[src/rtl/btn_debounce.sv]
// Per-channel button conditioner: 2-flop synchroniser, debounce FSM, held level, press/release pulses.
// Optional long-press pulse is built only when BTN_DEBOUNCE_LONG_PRESS_EN is defined.
module btn_debounce #(
  parameter int unsigned N           = 4,
  parameter int unsigned DB_CYCLES   = 100000,
  parameter int unsigned LONG_CYCLES = 20000000
) (
  input  logic         clk,
  input  logic         reset,
  input  logic [N-1:0] btn_in,
  output logic [N-1:0] held,
  output logic [N-1:0] press,
  output logic [N-1:0] release_pulse,  // release event; "release" is a reserved word
  output logic [N-1:0] long_press,
  output logic         any_press
);

  localparam int unsigned   CW     = $clog2(DB_CYCLES);
  localparam logic [CW-1:0] DbLast = CW'(DB_CYCLES - 1);

  if (DB_CYCLES < 2 || LONG_CYCLES <= DB_CYCLES) begin : g_bad_params
    $error("btn_debounce: illegal DB_CYCLES/LONG_CYCLES");
  end

  typedef enum logic [1:0] {StIdle, StWaitP, StPressed, StWaitR} state_e;

  logic [N-1:0]  sync1_q, sync2_q;
  state_e        st_q  [N];
  state_e        st_d  [N];
  logic [CW-1:0] cnt_q [N];
  logic [CW-1:0] cnt_d [N];
  logic [N-1:0]  held_q, held_d;
  logic [N-1:0]  press_q, press_d;
  logic [N-1:0]  rel_q, rel_d;
  logic          any_press_q, any_press_d;

  always_comb begin
    press_d = '0;
    rel_d   = '0;
    held_d  = '0;
    for (int i = 0; i < N; i++) begin
      st_d[i]  = st_q[i];
      cnt_d[i] = cnt_q[i];
      case (st_q[i])
        StIdle: begin
          if (sync2_q[i]) begin
            st_d[i]  = StWaitP;
            cnt_d[i] = '0;
          end
        end
        StWaitP: begin
          if (!sync2_q[i]) begin
            st_d[i]  = StIdle;
            cnt_d[i] = '0;
          end else if (cnt_q[i] == DbLast) begin
            st_d[i]    = StPressed;
            cnt_d[i]   = '0;
            press_d[i] = 1'b1;
          end else begin
            cnt_d[i] = cnt_q[i] + CW'(1);
          end
        end
        StPressed: begin
          if (!sync2_q[i]) begin
            st_d[i]  = StWaitR;
            cnt_d[i] = '0;
          end
        end
        StWaitR: begin
          if (sync2_q[i]) begin
            st_d[i]  = StPressed;
            cnt_d[i] = '0;
          end else if (cnt_q[i] == DbLast) begin
            st_d[i]  = StIdle;
            cnt_d[i] = '0;
            rel_d[i] = 1'b1;
          end else begin
            cnt_d[i] = cnt_q[i] + CW'(1);
          end
        end
        default: begin
          st_d[i]  = StIdle;
          cnt_d[i] = '0;
        end
      endcase
      // held follows the next state so it moves on the same edge as the transition
      held_d[i] = (st_d[i] == StPressed) || (st_d[i] == StWaitR);
    end
    any_press_d = |press_d;
  end

  always_ff @(posedge clk or posedge reset) begin
    if (reset) begin
      sync1_q     <= '0;
      sync2_q     <= '0;
      held_q      <= '0;
      press_q     <= '0;
      rel_q       <= '0;
      any_press_q <= 1'b0;
      for (int i = 0; i < N; i++) begin
        st_q[i]  <= StIdle;
        cnt_q[i] <= '0;
      end
    end else begin
      sync1_q     <= btn_in;
      sync2_q     <= sync1_q;
      held_q      <= held_d;
      press_q     <= press_d;
      rel_q       <= rel_d;
      any_press_q <= any_press_d;
      for (int i = 0; i < N; i++) begin
        st_q[i]  <= st_d[i];
        cnt_q[i] <= cnt_d[i];
      end
    end
  end

  assign held          = held_q;
  assign press         = press_q;
  assign release_pulse = rel_q;
  assign any_press     = any_press_q;

`ifdef BTN_DEBOUNCE_LONG_PRESS_EN
  localparam int unsigned   LW       = $clog2(LONG_CYCLES);
  localparam logic [LW-1:0] LongLast = LW'(LONG_CYCLES - 1);

  logic [LW-1:0] long_cnt_q [N];
  logic [LW-1:0] long_cnt_d [N];
  logic [N-1:0]  long_done_q, long_done_d;
  logic [N-1:0]  long_q, long_d;

  always_comb begin
    long_done_d = long_done_q;
    long_d      = '0;
    for (int i = 0; i < N; i++) begin
      long_cnt_d[i] = long_cnt_q[i];
      if (st_d[i] == StIdle || (st_q[i] == StWaitP && st_d[i] == StPressed)) begin
        long_cnt_d[i]  = '0;
        long_done_d[i] = 1'b0;
      end else if (st_q[i] == StPressed || st_q[i] == StWaitR) begin
        // count saturates at the last value; the done flag limits it to one pulse per hold
        if (long_cnt_q[i] != LongLast) begin
          long_cnt_d[i] = long_cnt_q[i] + LW'(1);
        end else if (!long_done_q[i]) begin
          long_d[i]      = 1'b1;
          long_done_d[i] = 1'b1;
        end
      end
    end
  end

  always_ff @(posedge clk or posedge reset) begin
    if (reset) begin
      long_done_q <= '0;
      long_q      <= '0;
      for (int i = 0; i < N; i++) begin
        long_cnt_q[i] <= '0;
      end
    end else begin
      long_done_q <= long_done_d;
      long_q      <= long_d;
      for (int i = 0; i < N; i++) begin
        long_cnt_q[i] <= long_cnt_d[i];
      end
    end
  end

  assign long_press = long_q;
`else
  assign long_press = '0;
`endif

endmodule

[config.mk]
export PLATFORM = sky130hd
export DESIGN_NAME = btn_debounce
export DESIGN_NICKNAME = d
export VERILOG_FILES = /design/src/rtl/btn_debounce.sv
export SDC_FILE = /design/constraint.sdc
export NUM_CORES = 1
export LEC_CHECK = 0
export CORE_ASPECT_RATIO = 1.5
export CORE_MARGIN = 4
export CORE_UTILIZATION = 60
export DETAILED_ROUTE_END_ITERATION = 10
export DONT_BUFFER_PORTS = 1
export PLACE_DENSITY = 0.73
export SYNTH_ARGS = -nofsm -noshare
export SYNTH_HDL_FRONTEND = slang
export SYNTH_SLANG_ARGS = --single-unit
[constraint.sdc]
create_clock -name clk -period 9.3 [get_ports clk]
set_input_delay 1.86 -clock clk [delete_from_list [all_inputs] [get_ports clk]]
set_output_delay 1.86 -clock clk [all_outputs]
set_load 0.05 [all_outputs]
# Word-level counts from Yosys, hierarchy flattened
# Index checks and enable logic that the tools add are counted.
# word_totals
wordCells	135
ff_bits	97
# classes
n_reduce_logical	13
muxes	72
eq_ne	32
add_sub_neg	4
# ops
op	n
$mux 17	20
$pmux 17 s4	4
$add 17x1->17 const B	4
$eq 17x17->1 const B	4
$mux 2	24
$eq 2x2->1 const B	16
$pmux 2 s4	4
$mux 1	20
$ne 2x2->1 const B	8
$eq 2x1->1 const B	4
$logic_not 2->1	4
$reduce_and 2->1	4
$logic_or 1x1->1	4
$reduce_or 4->1	1

# Logic depth before layout (Yosys ltp)
# Gate-level depths: netlist of run 1.
# depth
word_depth	6
depth_mapped	7
depth_no_buf	6

# Least setup slack after synthesis of run 1
# OpenSTA, ideal clock, no wires.
# synth_timing
kind	register to output
from	register, netlist name st_q[5]
to	output port held[1]
arrival_ns	0.612
setup_slack_ns	6.828
stages_incl_launch_ff	2
path_cell_list	dfrtp_1 -> buf_4
# synth_lines
element	line_no	source
to (decl)	11	output logic [N-1:0] held,

==> impl_metrics.prom, run 1 <==
# TYPE chip_impl_metric gauge
chip_impl_metric{name="worstPathRequired",unit="ps"} 7440
chip_impl_info{name="rr_startpoint",value="cnt_q[34]"} 1
chip_impl_metric{name="synth_edf_count",unit=""} 0
chip_impl_metric{name="post_cts.resized_instances",unit=""} 0
chip_impl_metric{name="report.final.hold_viol_count",unit=""} 0
chip_impl_metric{name="floorplan.die.height",unit="um"} 116
chip_impl_metric{name="ys_warn_count",unit=""} 0
chip_impl_metric{name="setup_viol_count_final",unit=""} 0
chip_impl_info{name="ys_dominant_reg_cell",value="sky130_fd_sc_hd__dfrtp_1"} 1
chip_impl_metric{name="antenna_violations_before_repair",unit=""} 0
chip_impl_metric{name="firstDrtPassIters",unit=""} 4
chip_impl_metric{name="synth-seq-cells",unit=""} 94
chip_impl_info{name="master_cell_of_the_clock_root_buffer",value="sky130_fd_sc_hd__clkbuf_16"} 1
chip_impl_metric{name="drt_drc_violations_left",unit=""} 0
chip_impl_metric{name="yosys.cell_types.count",unit=""} 51
chip_impl_metric{name="cts_htree_levels",unit=""} 3
chip_impl_info{name="crit_path_start_kind",value="register"} 1
chip_impl_metric{name="num-fill-cells",unit=""} 623
chip_impl_metric{name="synthArstFlopShare",unit="%"} 100
chip_impl_metric{name="floorplan.rows",unit=""} 39
chip_impl_metric{name="start_util",unit="%"} 61.1
chip_impl_metric{name="drive_above_1_share",unit="%"} 7.31
chip_impl_metric{name="syn-instance-count",unit=""} 478
chip_impl_metric{name="worst_setup_hold_path_clk_slew",unit="ps"} 70
chip_impl_info{name="hold_path.class",value="register to register"} 1
chip_impl_metric{name="multiInputGateArea",unit="sq um"} 2150
chip_impl_metric{name="syn_avg_cell_area",unit="sq um"} 9.74
chip_impl_info{name="end_kind",value="output pin"} 1
chip_impl_metric{name="place.gp.congestion",unit=""} 0.844
chip_impl_metric{name="clock_sinks",unit=""} 94
chip_impl_metric{name="globalRoute.totalOverflow",unit=""} 0
chip_impl_metric{name="via_density",unit=""} 5.99
chip_impl_info{name="hold_start",value="sync1_q[1]"} 1
chip_impl_metric{name="ant_nets",unit=""} 0
chip_impl_metric{name="area.sequential",unit="sq um"} 2350
chip_impl_metric{name="syn-cell-area",unit="sq um"} 4650
chip_impl_info{name="result_of_the_run",value="completed"} 1
chip_impl_metric{name="ios",unit=""} 23
chip_impl_metric{name="power_density",unit="nW/um^2"} 170
chip_impl_metric{name="final-max-slew-violation-count",unit=""} 0
chip_impl_metric{name="cap_viol_max_count",unit=""} 0
chip_impl_metric{name="rr_worst_depth",unit=""} 6
chip_impl_metric{name="yosysSeqAreaShare",unit="%"} 50.5
chip_impl_metric{name="wire_per_inst",unit="um"} 15.2
chip_impl_metric{name="detailed_place.area",unit="sq um"} 4700
chip_impl_metric{name="final_min_period_over_clock_period",unit="%"} 31.5
chip_impl_info{name="most_frequent_cells_in_the_layout",value="94 x sky130_fd_sc_hd__dfrtp_1, 52 x sky130_fd_sc_hd__nor2_1, 50 x sky130_fd_sc_hd__nand2_1"} 1
chip_impl_metric{name="die_x",unit="um"} 79.9
chip_impl_metric{name="static-leakage-power",unit="uW"} 0.00211
chip_impl_metric{name="max_freq",unit="MHz"} 341
chip_impl_metric{name="antenna_cells",unit=""} 0
chip_impl_metric{name="cts-root-to-sink-buffers",unit=""} 2
chip_impl_metric{name="tightest_slew",unit="ps"} 1270
chip_impl_metric{name="floorplan.die_area",unit="sq um"} 9260
chip_impl_metric{name="instances_no_fill",unit=""} 581
chip_impl_metric{name="min_path_cells",unit=""} 0
chip_impl_metric{name="power.ir.vdd_worst",unit="uV"} 114
chip_impl_info{name="synth_top_area_cell",value="sky130_fd_sc_hd__dfrtp_1"} 1
chip_impl_metric{name="routed-via-count",unit=""} 3479
chip_impl_info{name="worstHoldEndpoint",value="sync2_q[1]"} 1
chip_impl_metric{name="grt_pass1_vias",unit=""} 3387
chip_impl_metric{name="worstPathMaxFanout",unit=""} 6
chip_impl_metric{name="cts-buffers-inserted",unit=""} 9
chip_impl_metric{name="arrival",unit="ps"} 1070
chip_impl_metric{name="drt_iter0_markers",unit=""} 208
chip_impl_metric{name="ff2ff_setup_slack",unit="ps"} 6590
chip_impl_info{name="grt_setup_unrepaired",value="no"} 1
chip_impl_metric{name="layout-area-overhead-vs-synth",unit="%"} 7.90
chip_impl_metric{name="timing.clock.skew",unit="ps"} 6.18
chip_impl_metric{name="setup-tns-final",unit="ps"} 0
chip_impl_metric{name="groute.usage.overall",unit="%"} 20.5
chip_impl_info{name="mostFrequentLayoutCell",value="sky130_fd_sc_hd__dfrtp_1"} 1
chip_impl_metric{name="clkLatencyLatePin",unit="ps"} 340
chip_impl_info{name="tritoncts",value="built"} 1
chip_impl_info{name="synth.top_cells.by_area",value="sky130_fd_sc_hd__dfrtp_1 51%, sky130_fd_sc_hd__nor2_1 4.2%, sky130_fd_sc_hd__nand2_1 4.0%"} 1
chip_impl_info{name="path_type_of_the_worst_setup_path",value="register to output pin"} 1
chip_impl_metric{name="postCtsSetupRepairBufs",unit=""} 0
chip_impl_metric{name="postCtsHoldBufs",unit=""} 0
chip_impl_metric{name="portBuffers",unit=""} 0
chip_impl_metric{name="fp.coreArea",unit="sq um"} 7610
chip_impl_metric{name="period_needed",unit="ps"} 2930
chip_impl_metric{name="synth_top_area_share",unit="%"} 50.5
chip_impl_info{name="r2r_end",value="cnt_q[50]"} 1
chip_impl_metric{name="finalNetCount",unit=""} 484
chip_impl_metric{name="post-route-cell-area",unit="sq um"} 5020
chip_impl_metric{name="placedCellCount",unit=""} 565
chip_impl_metric{name="hpwlAfterDp",unit="um"} 5930
chip_impl_metric{name="first_pass_grt_wire_length",unit="um"} 15200
chip_impl_metric{name="timing.max_slew.rel_slack",unit="%"} 14.7
chip_impl_metric{name="grt_max_degree",unit=""} 57
chip_impl_metric{name="routed_wirelength",unit="um"} 8840
[per-stage QoR]
step                setup WS, ps  power (uW)  hold WS (ps)  utilization, %
floorplan                   4990         461           331               -
global placement            6400         468           332            61.7
detailed placement          6370         469           342            61.7
CTS                         6350         863           356            66.0
global route                6330         883           368            66.0
finish                      6370         855           353            66.0
[per-layer routing]
layer | wire [um] | vias to the layer above | global-route usage, %
met5 | 0 | - | 0
met4 | 170 | 0 | 9.24
met3 | 326 | 12 | 3.65
met2 | 4450 | 69 | 34.1
met1 | 3890 | 1681 | 26.1
li1 | - | 1717 | -
[cells by family after synthesis]
family	Yosys count	synth area share, %
AOI/OAI and AO/OA	86	11.5
xor gates and xnor gates	32	6.02
adders and majority gates	4	1.08
buffers and inverters	34	3.44
DFF	94	50.5
muxes	7	1.67
other	1	0.0806
and+or+nand+nor	220	25.7
[synth_stat cells, types with 5 or more instances]
cell / instances
sky130_fd_sc_hd__mux2_2: 6
sky130_fd_sc_hd__nand2_1: 50
sky130_fd_sc_hd__buf_4: 8
sky130_fd_sc_hd__or3_1: 7
sky130_fd_sc_hd__a22o_1: 9
sky130_fd_sc_hd__xnor2_1: 20
sky130_fd_sc_hd__dfrtp_1: 94
sky130_fd_sc_hd__o21ai_0: 28
sky130_fd_sc_hd__nor3_1: 9
sky130_fd_sc_hd__and4_1: 10
sky130_fd_sc_hd__and3_1: 9
sky130_fd_sc_hd__xor2_1: 12
sky130_fd_sc_hd__inv_1: 15
sky130_fd_sc_hd__and2_1: 5
sky130_fd_sc_hd__o2111ai_1: 5
sky130_fd_sc_hd__clkbuf_1: 9
sky130_fd_sc_hd__a21oi_1: 13
sky130_fd_sc_hd__nor3b_1: 5
sky130_fd_sc_hd__nand4_1: 13
sky130_fd_sc_hd__nor2_1: 52
sky130_fd_sc_hd__a31oi_1: 20
sky130_fd_sc_hd__nand3_1: 23
[power by group]
group	internal [uW]	switching, uW	leakage (uW)	total, uW
clock network	236	158	0.000152	394
logic	8.74	28.0	0.000679	36.8
registers	416	8.62	0.00128	424
[worst max path at each step]
stage                        from         to  cells after the start
after global routing      st_q[5]    held[1]                      0
after global placement      reset  cnt_q[50]                      2
after CTS                 st_q[5]    held[1]                      0
after floorplan             reset  any_press                      1
after detailed placement    reset  cnt_q[29]                      2
final                     st_q[5]    held[1]                      0
[state kept, by name (all words and copies together), names as in the netlist]
signal and flops:
held 2, press 4, sync2_q 4, st_q 7, any_press 1, release_pulse 4, sync1_q 4, cnt_q 68
[worst register-to-register path: cells and delay by family (launching register included)]
| kind | cells | cell delay (ps) |
|---|---|---|
| flip-flops | 1 | 420 |
| AO/OA/AOI/OAI | 2 | 470 |
| AND/OR/NAND/NOR | 3 | 1500 |
| adder cells (fa/ha/maj) | 1 | 260 |
[layout make-up]
cell class,count,share of cell area [%]
Timing Repair Buffer,1,0.149
Clock inverter,7,1.94
Sequential cell,94,46.8
Clock buffer,9,4.48
Multi-Input combinational cell,353,42.9
Inverter,15,1.17
Tap cell,102,2.54
(Power assumes the default switching activity.)
==> run 2, diff against run 1 <==
clock period = 2.9 ns   (was 9.3 ns; I/O delays follow)
==> impl_metrics.prom, run 2 (synthesis results as in run 1) <==
# TYPE chip_impl_metric gauge
chip_impl_info{name="result_of_the_run",value="completed"} 1
chip_impl_metric{name="max_freq",unit="MHz"} 429
chip_impl_metric{name="drt_iter0_markers",unit=""} 246
chip_impl_metric{name="power.ir.vdd_worst",unit="uV"} 372
chip_impl_metric{name="antenna_cells",unit=""} 0
chip_impl_metric{name="ios",unit=""} 23
chip_impl_metric{name="wire_per_inst",unit="um"} 15.3
chip_impl_metric{name="grt_max_degree",unit=""} 60
chip_impl_metric{name="worst_setup_hold_path_clk_slew",unit="ps"} 60
chip_impl_info{name="path_type_of_the_worst_setup_path",value="register to register"} 1
chip_impl_metric{name="static-leakage-power",unit="uW"} 0.00211
chip_impl_metric{name="detailed_place.area",unit="sq um"} 4740
chip_impl_metric{name="arrival",unit="ps"} 2590
chip_impl_metric{name="postCtsHoldBufs",unit=""} 0
chip_impl_metric{name="post_cts.resized_instances",unit=""} 0
chip_impl_metric{name="final-max-slew-violation-count",unit=""} 0
chip_impl_metric{name="routed_wirelength",unit="um"} 8930
chip_impl_metric{name="post-route-cell-area",unit="sq um"} 5000
chip_impl_metric{name="cts-buffers-inserted",unit=""} 9
chip_impl_metric{name="cts_htree_levels",unit=""} 3
chip_impl_metric{name="max_ffs_per_register",unit=""} 68
chip_impl_metric{name="floorplan.die_area",unit="sq um"} 9260
chip_impl_metric{name="setup_viol_count_final",unit=""} 0
chip_impl_info{name="crit_path_start_kind",value="register"} 1
chip_impl_metric{name="worstPathRequired",unit="ps"} 3160
chip_impl_metric{name="layout-area-overhead-vs-synth",unit="%"} 7.53
chip_impl_metric{name="timing.max_slew.rel_slack",unit="%"} 51.8
chip_impl_metric{name="timing.clock.skew",unit="ps"} 5.40
chip_impl_info{name="grt_setup_unrepaired",value="no"} 1
chip_impl_metric{name="first_pass_grt_wire_length",unit="um"} 15600
chip_impl_info{name="rr_startpoint",value="held[3]"} 1
chip_impl_metric{name="drt_drc_violations_left",unit=""} 0
chip_impl_metric{name="place.gp.congestion",unit=""} 0.898
chip_impl_metric{name="fin_worst_hold_slack",unit="ps"} 72.9
chip_impl_metric{name="cts-root-to-sink-buffers",unit=""} 2
chip_impl_metric{name="power_density",unit="nW/um^2"} 513
chip_impl_metric{name="hpwlAfterDp",unit="um"} 6230
chip_impl_metric{name="grt_pass1_vias",unit=""} 3343
chip_impl_metric{name="final_min_period_over_clock_period",unit="%"} 80.4
chip_impl_info{name="top_regs",value="cnt_q x68, st_q x7"} 1
chip_impl_info{name="most_frequent_cells_in_the_layout",value="94 x sky130_fd_sc_hd__dfrtp_1, 52 x sky130_fd_sc_hd__nor2_1, 50 x sky130_fd_sc_hd__nand2_1"} 1
chip_impl_metric{name="postCtsSetupRepairBufs",unit=""} 0
chip_impl_info{name="r2r_end",value="cnt_q[9]"} 1
chip_impl_metric{name="clock_sinks",unit=""} 94
chip_impl_metric{name="cap_viol_max_count",unit=""} 0
chip_impl_metric{name="start_util",unit="%"} 61.1
chip_impl_metric{name="portBuffers",unit=""} 0
chip_impl_metric{name="via_density",unit=""} 6.01
chip_impl_metric{name="ff2ff_setup_slack",unit="ps"} 570
chip_impl_metric{name="tightest_slew",unit="ps"} 720
chip_impl_metric{name="firstDrtPassIters",unit=""} 5
chip_impl_info{name="max_flop_register",value="cnt_q"} 1
chip_impl_metric{name="clkLatencyLatePin",unit="ps"} 340
chip_impl_info{name="end_kind",value="register"} 1
chip_impl_info{name="hold_path.class",value="input port to async pin"} 1
chip_impl_metric{name="groute.usage.overall",unit="%"} 21.3
chip_impl_metric{name="globalRoute.totalOverflow",unit=""} 0
chip_impl_metric{name="finalNetCount",unit=""} 487
chip_impl_metric{name="ant_nets",unit=""} 0
chip_impl_metric{name="period_needed",unit="ps"} 2330
chip_impl_metric{name="fp.coreArea",unit="sq um"} 7610
chip_impl_metric{name="setup-tns-final",unit="ps"} 0
chip_impl_metric{name="rr_worst_depth",unit=""} 5
chip_impl_metric{name="floorplan.die.height",unit="um"} 116
chip_impl_metric{name="routed-via-count",unit=""} 3501
chip_impl_metric{name="drive_above_1_share",unit="%"} 7.07
chip_impl_metric{name="total_power",unit="uW"} 2570
chip_impl_metric{name="floorplan.rows",unit=""} 39
chip_impl_metric{name="worstPathMaxFanout",unit=""} 9
chip_impl_info{name="tritoncts",value="built"} 1
chip_impl_info{name="mostFrequentLayoutCell",value="sky130_fd_sc_hd__dfrtp_1"} 1
chip_impl_info{name="master_cell_of_the_clock_root_buffer",value="sky130_fd_sc_hd__clkbuf_16"} 1
chip_impl_metric{name="antenna_violations_before_repair",unit=""} 0
chip_impl_metric{name="report.final.hold_viol_count",unit=""} 0
chip_impl_metric{name="die_x",unit="um"} 79.9
[run 2: cell types whose count changed in the layout (fill, tap and decap cells not counted), sizes merged]
cell | previous run | this run
clkinvlp | 2 | 1
clkbuf | 9 | 14
buf | 1 | 4
clkinv | 2 | 1
bufinv | 2 | 0
inv | 16 | 14
[run 2: cell type report]
type / count / area, sq um
Clock inverter: 1 / 5.00
Tap cell: 102 / 128
Timing Repair Buffer: 4 / 42.5
Fill cell: 613 / 2610
Inverter: 15 / 60.1
Multi-Input combinational cell: 353 / 2150
Clock buffer: 14 / 264
Sequential cell: 94 / 2350
[run 2: critical path, cell delays in order, from the launching register on]
cell and delay, ps:
sky130_fd_sc_hd__dfrtp_1 690, sky130_fd_sc_hd__xor2_1 450, sky130_fd_sc_hd__nand2_1 190, sky130_fd_sc_hd__nor2_1 480, sky130_fd_sc_hd__nor2_2 190, sky130_fd_sc_hd__nor3_1 230
[run 2: worst max-delay path by stage]
| stage | endpoint | slack [ps] | start |
|---|---|---|---|
| after global routing | cnt_q[56] | 370 | st_q[7] |
| final | cnt_q[9] | 570 | held[3] |
| after detailed placement | cnt_q[9] | 580 | held[3] |
| after floorplan | cnt_q[65] | 950 | cnt_q[51] |
| after CTS | cnt_q[9] | 570 | held[3] |
| after global placement | cnt_q[9] | 660 | held[3] |
[run 2: metal layers]
metal  GRT usage [%]  vias to the layer above  wire, um
li1                -                     1713         -
met4            7.78                        0       184
met3            4.67                       18       286
met2            36.4                       67      4570
met1            26.5                     1703      3880
met5               0                        -         0
[run 2: power breakdown]
group / total, uW / leakage (uW) / switching, uW / internal (uW)
combinational: 125 / 0.000694 / 91.4 / 33.2
sequential: 1360 / 0.00128 / 28.0 / 1330
clock: 1080 / 0.000133 / 460 / 622
[run 2: stage by stage]
step	util, %	cells	setup slack, ps
3_3_place_gp	62.2	568	663
4_1_cts	65.7	583	565
6_report	65.7	583	570
3_5_place_dp	62.2	568	585
2_1_floorplan	-	481	952
5_1_grt	65.7	583	365
